===== src/rtl/cpu_controller_if.sv =====
// Control bundle between the instruction-issue side and the datapath controller.
// master = controller (drives datapath strobes), slave = issuer/datapath observer.
interface cpu_controller_if #(
  parameter int DATA_W = 16
);
  logic              s;
  logic [15:0]       in;
  logic              w;
  logic              halted;
  logic [1:0]        vsel;
  logic              write;
  logic [2:0]        writenum;
  logic [2:0]        readnum;
  logic              loada;
  logic              loadb;
  logic              loadc;
  logic              loads;
  logic              asel;
  logic              bsel;
  logic [1:0]        shift;
  logic [1:0]        ALUop;
  logic [DATA_W-1:0] sximm8;
  logic [DATA_W-1:0] sximm5;

  modport master (
    input  s, in,
    output w, halted, vsel, write, writenum, readnum, loada, loadb, loadc, loads,
           asel, bsel, shift, ALUop, sximm8, sximm5
  );

  modport slave (
    output s, in,
    input  w, halted, vsel, write, writenum, readnum, loada, loadb, loadc, loads,
           asel, bsel, shift, ALUop, sximm8, sximm5
  );
endinterface


===== src/rtl/cpu_controller.sv =====
// Instruction decoder + Moore sequencer for the register-file/shifter/ALU datapath.
// Defining CPU_CTRL_HALT_EN makes opcode 111 enter a HALT state left only by reset_n.
module cpu_controller #(
  parameter int DATA_W = 16
) (
  input  logic             clk,
  input  logic             reset_n,
  cpu_controller_if.master bus
);

  typedef enum logic [2:0] {
    S_WAIT   = 3'd0,
    S_DECODE = 3'd1,
    S_WR_IMM = 3'd2,
    S_GET_A  = 3'd3,
    S_GET_B  = 3'd4,
    S_EXEC   = 3'd5,
    S_WR_REG = 3'd6
`ifdef CPU_CTRL_HALT_EN
    , S_HALT = 3'd7
`endif
  } state_e;

  typedef struct packed {
    logic       w;
    logic [1:0] vsel;
    logic       write;
    logic [2:0] writenum;
    logic [2:0] readnum;
    logic       loada;
    logic       loadb;
    logic       loadc;
    logic       loads;
    logic       asel;
    logic [1:0] shift;
    logic [1:0] aluop;
  } ctl_t;

  localparam ctl_t CTL_RST = '{w: 1'b1, default: '0};

  state_e      state_q, state_d;
  logic [15:0] ir_q, ir_d;
  ctl_t        ctl_q, ctl_d;

  function automatic state_e decode_target(input logic [15:0] ir);
    state_e nxt;
    nxt = S_WAIT;
    case (ir[15:13])
      3'b110: begin
        if (ir[12:11] == 2'b10)      nxt = S_WR_IMM;
        else if (ir[12:11] == 2'b00) nxt = S_GET_B;
      end
      3'b101: nxt = S_GET_A;
`ifdef CPU_CTRL_HALT_EN
      3'b111: nxt = S_HALT;
`endif
      default: nxt = S_WAIT;
    endcase
    return nxt;
  endfunction

  // Register indices keep their previous value outside the cycles that strobe them.
  function automatic ctl_t ctl_for(input state_e st, input logic [15:0] ir, input ctl_t prev);
    ctl_t c;
    c          = '0;
    c.readnum  = prev.readnum;
    c.writenum = prev.writenum;
    case (st)
      S_WAIT: c.w = 1'b1;
      S_WR_IMM: begin
        c.writenum = ir[10:8];
        c.vsel     = 2'b01;
        c.write    = 1'b1;
      end
      S_GET_A: begin
        c.readnum = ir[10:8];
        c.loada   = 1'b1;
      end
      S_GET_B: begin
        c.readnum = ir[2:0];
        c.loadb   = 1'b1;
        c.shift   = ir[4:3];
      end
      S_EXEC: begin
        c.shift = ir[4:3];
        if (ir[15:13] == 3'b110) begin
          c.asel  = 1'b1;
          c.loadc = 1'b1;
        end else if (ir[12:11] == 2'b01) begin
          c.aluop = 2'b01;
          c.loads = 1'b1;
        end else begin
          c.aluop = ir[12:11];
          c.loadc = 1'b1;
        end
      end
      S_WR_REG: begin
        c.writenum = ir[7:5];
        c.vsel     = 2'b11;
        c.write    = 1'b1;
      end
      default: ;
    endcase
    return c;
  endfunction

  always_comb begin
    state_d = state_q;
    ir_d    = ir_q;
    case (state_q)
      S_WAIT: begin
        if (bus.s) begin
          ir_d    = bus.in;
          state_d = S_DECODE;
        end
      end
      S_DECODE: state_d = decode_target(ir_q);
      S_WR_IMM: state_d = S_WAIT;
      S_GET_A:  state_d = S_GET_B;
      S_GET_B:  state_d = S_EXEC;
      // CMP only updates status, so it skips the register write-back.
      S_EXEC:   state_d = (ir_q[15:13] == 3'b101 && ir_q[12:11] == 2'b01) ? S_WAIT : S_WR_REG;
      S_WR_REG: state_d = S_WAIT;
`ifdef CPU_CTRL_HALT_EN
      S_HALT:   state_d = S_HALT;
`endif
      default:  state_d = S_WAIT;
    endcase
    ctl_d = ctl_for(state_d, ir_d, ctl_q);
  end

  always_ff @(posedge clk or negedge reset_n) begin
    if (!reset_n) begin
      state_q <= S_WAIT;
      ir_q    <= '0;
      ctl_q   <= CTL_RST;
    end else begin
      state_q <= state_d;
      ir_q    <= ir_d;
      ctl_q   <= ctl_d;
    end
  end

  assign bus.w        = ctl_q.w;
  assign bus.vsel     = ctl_q.vsel;
  assign bus.write    = ctl_q.write;
  assign bus.writenum = ctl_q.writenum;
  assign bus.readnum  = ctl_q.readnum;
  assign bus.loada    = ctl_q.loada;
  assign bus.loadb    = ctl_q.loadb;
  assign bus.loadc    = ctl_q.loadc;
  assign bus.loads    = ctl_q.loads;
  assign bus.asel     = ctl_q.asel;
  assign bus.bsel     = 1'b0;
  assign bus.shift    = ctl_q.shift;
  assign bus.ALUop    = ctl_q.aluop;
  assign bus.sximm8   = {{(DATA_W-8){ir_q[7]}}, ir_q[7:0]};
  assign bus.sximm5   = {{(DATA_W-5){ir_q[4]}}, ir_q[4:0]};

`ifdef CPU_CTRL_HALT_EN
  assign bus.halted = (state_q == S_HALT);
`else
  assign bus.halted = 1'b0;
`endif

endmodule


===== src/flat_wrapper.sv =====
// flat-port wrapper written by rule: the top's interface ports become plain ports
module cpu_controller_flat 
#(
  parameter int DATA_W = 16
)
  (clk, reset_n, bus_s, bus_in, bus_w, bus_halted, bus_vsel, bus_write, bus_writenum, bus_readnum, bus_loada, bus_loadb, bus_loadc, bus_loads, bus_asel, bus_bsel, bus_shift, bus_ALUop, bus_sximm8, bus_sximm5);
  cpu_controller_if #(.DATA_W(DATA_W)) bus_i ();
  input  logic clk;
  input  logic reset_n;
  input wire logic [$bits(bus_i.s)-1:0] bus_s;
  input wire logic [$bits(bus_i.in)-1:0] bus_in;
  output wire logic [$bits(bus_i.w)-1:0] bus_w;
  output wire logic [$bits(bus_i.halted)-1:0] bus_halted;
  output wire logic [$bits(bus_i.vsel)-1:0] bus_vsel;
  output wire logic [$bits(bus_i.write)-1:0] bus_write;
  output wire logic [$bits(bus_i.writenum)-1:0] bus_writenum;
  output wire logic [$bits(bus_i.readnum)-1:0] bus_readnum;
  output wire logic [$bits(bus_i.loada)-1:0] bus_loada;
  output wire logic [$bits(bus_i.loadb)-1:0] bus_loadb;
  output wire logic [$bits(bus_i.loadc)-1:0] bus_loadc;
  output wire logic [$bits(bus_i.loads)-1:0] bus_loads;
  output wire logic [$bits(bus_i.asel)-1:0] bus_asel;
  output wire logic [$bits(bus_i.bsel)-1:0] bus_bsel;
  output wire logic [$bits(bus_i.shift)-1:0] bus_shift;
  output wire logic [$bits(bus_i.ALUop)-1:0] bus_ALUop;
  output wire logic [$bits(bus_i.sximm8)-1:0] bus_sximm8;
  output wire logic [$bits(bus_i.sximm5)-1:0] bus_sximm5;
  assign bus_i.s = bus_s;
  assign bus_i.in = bus_in;
  assign bus_w = bus_i.w;
  assign bus_halted = bus_i.halted;
  assign bus_vsel = bus_i.vsel;
  assign bus_write = bus_i.write;
  assign bus_writenum = bus_i.writenum;
  assign bus_readnum = bus_i.readnum;
  assign bus_loada = bus_i.loada;
  assign bus_loadb = bus_i.loadb;
  assign bus_loadc = bus_i.loadc;
  assign bus_loads = bus_i.loads;
  assign bus_asel = bus_i.asel;
  assign bus_bsel = bus_i.bsel;
  assign bus_shift = bus_i.shift;
  assign bus_ALUop = bus_i.ALUop;
  assign bus_sximm8 = bus_i.sximm8;
  assign bus_sximm5 = bus_i.sximm5;
  cpu_controller #(.DATA_W(DATA_W)) u_core (.clk(clk), .reset_n(reset_n), .bus(bus_i));
endmodule

===== config.mk =====
export PLATFORM = sky130hd
export DESIGN_NAME = cpu_controller_flat
export DESIGN_NICKNAME = d
export VERILOG_FILES = /design/src/rtl/cpu_controller_if.sv /design/src/rtl/cpu_controller.sv /design/src/flat_wrapper.sv
export SDC_FILE = /design/constraint.sdc
export NUM_CORES = 1
export LEC_CHECK = 0
export BUFFER_PORTS_ARGS = -buffer_cell sky130_fd_sc_hd__buf_2
export CAP_MARGIN = 40
export CORE_ASPECT_RATIO = 0.6
export CORE_UTILIZATION = 32
export CTS_CLUSTER_DIAMETER = 150
export CTS_CLUSTER_SIZE = 10
export DETAILED_ROUTE_END_ITERATION = 8
export PLACE_DENSITY = 0.56
export SLEW_MARGIN = 0
export SYNTH_ARGS = -nofsm -noshare
export SYNTH_HDL_FRONTEND = slang
export SYNTH_SLANG_ARGS = --single-unit

===== constraint.sdc =====
create_clock -name clk -period 2.3 [get_ports clk]
set_clock_uncertainty 0.15 [all_clocks]
set_input_delay 0.345 -clock clk [delete_from_list [all_inputs] [get_ports clk]]
set_output_delay 0.345 -clock clk [all_outputs]
set_load 0.005 [all_outputs]

==> impl_metrics.tcl <==
set metrics [dict create \
    reg2reg_to "u_core.bus.writenum[1]" \
    pre_cts_ws_ns 0.2326 \
    die_x_um 98.03 \
    clock_latency_ns 0.28 \
    critPathLaunch "u_core.ir_q[13]" \
    grt_use_total 0.1302 \
    cts_resized 0 \
    fin_nets 214 \
    areaGrowthSynthToFinish_pct 16.61 \
    vdd_drop_max_mv 0.4813 \
    worstPathRequired_ns 2.31 \
    ant_nets 0 \
    drive_gt1_frac 0.5052 \
    start_util 0.3418 \
    post-route-min-period_ns 2.065 \
    layout.cells.non_filler 260 \
    grt_pass1_wl_mm 5.651 \
    violations "DRC" \
    setup-tns-final_ns 0 \
    h-tree-depth 2 \
    ys_seq_area_frac 0.5237 \
    routed_via_density 4.400 \
    nFillCells 504 \
    totalWireLength_mm 3.458 \
    ys_top_cells_by_count "buf_4, dfrtp_1, mux2_2, inv_1, nor2_1" \
    num_antenna_cells 0 \
    cts.sink_count 37 \
    worstHoldStart "bus_in[15]" \
    drv_slew 0 \
    worstPathMaxFanout 7 \
    setup_viol 0 \
    syn_area_um2 1770 \
    ys_types 32 \
    io_buffers 69 \
    path_clk_slew_ns 0.07 \
    syn_avg_cell_area_um2 11.80 \
    utilization 0.3986 \
    grt_pass1_vias 1117 \
    dr.pass1.iters 6 \
    max_freq_mhz 484.3 \
    drc 4 \
    cts-root-buf "clkbuf_8" \
    final_area_um2 2064 \
    arrival_ns 2.08 \
    r2r_setup_slack_ns 0.24 \
    antenna_found_initial 0 \
    yosysWarnings 0 \
    status "finished, violations left" \
    cp-end-kind "flip-flop" \
    worstSetupPathType "reg -> reg" \
    synth_edf_count 0 \
    syn_inst 150 \
    dp_cells 253 \
    postCtsSetupBuffers 0 \
    async_flop_share 1.000 \
    dp_hpwl_mm 2.638 \
    finalHoldViolCount 0 \
    setup.worst_path.start_class "flip-flop" \
    fin_crit_sh 0.8977 \
    wire_per_inst_um 13.30 \
    worstRegToRegCells 4 \
    powerDensity_nw_per_um2 1323 \
    reg2reg_from "u_core.ir_q[13]" \
    ys.flop_type "dfrtp_1" \
    die_area_um2 5844 \
    ys_top_cells_by_area "dfrtp_1, buf_4, mux2_2" \
    p_leak_nw 1.070 \
    crit_family "simple AND/OR/NAND/NOR gates" \
    cts_buffers 5 \
    dpl_cell_area_um2 1981 \
    core_um2 5180 \
    power_mw 2.731 \
    placementRows 20 \
    vias 1144 \
    fp.dieH_um 59.62 \
    rsz0062_at_grt "no" \
    hold_class "in -> reg" \
    setup_ws_ns 0.2352 \
    cap_viol_max_count 0 \
    holdWs_ns 0.1583 \
    relSlewSlack 0.6649 \
    grt_max_degree 37 \
    synth_top_area_cell "dfrtp_1" \
    critPathSlowestCell "or4_4" \
    cts_tree "yes" \
    clockBufferDepth 2 \
    place.gp.congestion 0.7705 \
    drt-initial-drc-count 55 \
    io_pins 72 \
    synth_seq_cells 37 \
    crit_buf_inv 0 \
    grt.overflow.total 0 \
    hold_path_end "u_core.ir_q[15]" \
    tightest_slew_ns 0.5026 \
    yosys.area.top_type_share 0.5088 \
    max_stage_delay_ns 0.56 \
    path_cells "and3b_1 -> a21oi_2 -> or4_4 -> a221o_1" \
    min_delay_path_depth 2 \
]
==> registers in the layout (all words and copies together) (netlist names) <==
name and flops:
u_core.bus.w 1, u_core.bus.readnum 3, u_core.bus.loada 1, u_core.bus.asel 1, u_core.bus.vsel 2, u_core.bus.ALUop 2
u_core.bus.loadb 1, u_core.state_q 3, u_core.bus.writenum 3, u_core.bus.loadc 1, u_core.ir_q 16, u_core.bus.loads 1
u_core.bus.shift 2
==> timing repair <==
item                                   4_1_cts  5_1_grt
setup endpoints to repair                    0        0
endpoints found under the hold margin       36        0
hold buffers                                 1        0
==> cell type report <==
cell class	instances	area [um^2]	share of cell area
tap	66	82.58	0.04000
multi-input combinational	68	529.3	0.2564
sequential	37	927.1	0.4491
clock inverter	1	5.005	0.002424
clock buffer	5	68.82	0.03333
timing repair buffer	76	425.4	0.2061
inverter	7	26.28	0.01273
==> power breakdown <==
group	internal [mW]	switching (mW)	total, mW
clock network	0.199	0.203	0.402
logic	0.656	0.541	1.20
registers	0.932	0.199	1.13
total	1.79	0.943	2.73
==> how the worst max path moves through the flow <==
stage / to / slack (ns) / depth (start not counted)
4_1_cts: u_core.bus.writenum[0] / 0.23 / 4
3_3_place_gp: u_core.bus.writenum[1] / 0.26 / 4
3_5_place_dp: u_core.bus.writenum[0] / 0.23 / 4
6_report: u_core.bus.writenum[1] / 0.24 / 4
5_1_grt: u_core.bus.writenum[2] / 0.17 / 4
2_1_floorplan: u_core.bus.writenum[1] / 0.38 / 7
==> cells in the final DEF, fill, tap and decap left out, drive strengths merged <==
cell         count
buf             75
dfrtp           36
mux2            13
inv              7
nor2             6
clkbuf           5
mux2i            4
nand2            4
nand2b           3
nor2b            3
nor3b            3
o21a             3
a22o             3
a221o            3
a21oi            3
nand3b           2
nor3             2
and3b            2
a21boi           2
conb             2
nor4b            2
or4              1
or2b             1
o21bai           1
o2111ai          1
a22oi            1
nand3            1
o21ai            1
nand4            1
clkinv           1
dlygate4sd3      1
dfstp            1
==> kinds of logic after synthesis <==
family	share of synthesized area
buffers and inverters	0.1830
flip-flops	0.5237
AND/OR/NAND/NOR	0.1060
AO/OA/AOI/OAI	0.07986
multiplexers	0.1053
other	0.002118
==> worst register-to-register path, delay by kind of cell (launching register included) <==
family          cells  cell delay, ns
compound gates      2            0.45
flops               1            0.39
simple gates        2            0.96
==> layer usage <==
| metal | GRT usage | part of all wire | vias to the layer above |
|---|---|---|---|
| met5 | 0 | 0 | - |
| li1 | - | - | 562 |
| met2 | 0.1771 | 0.39 | 37 |
| met1 | 0.1954 | 0.56 | 545 |
| met3 | 0.04245 | 0.054 | 0 |
| met4 | 0.03247 | 0 | 0 |
No activity file was read; power rests on OpenSTA's default activity.
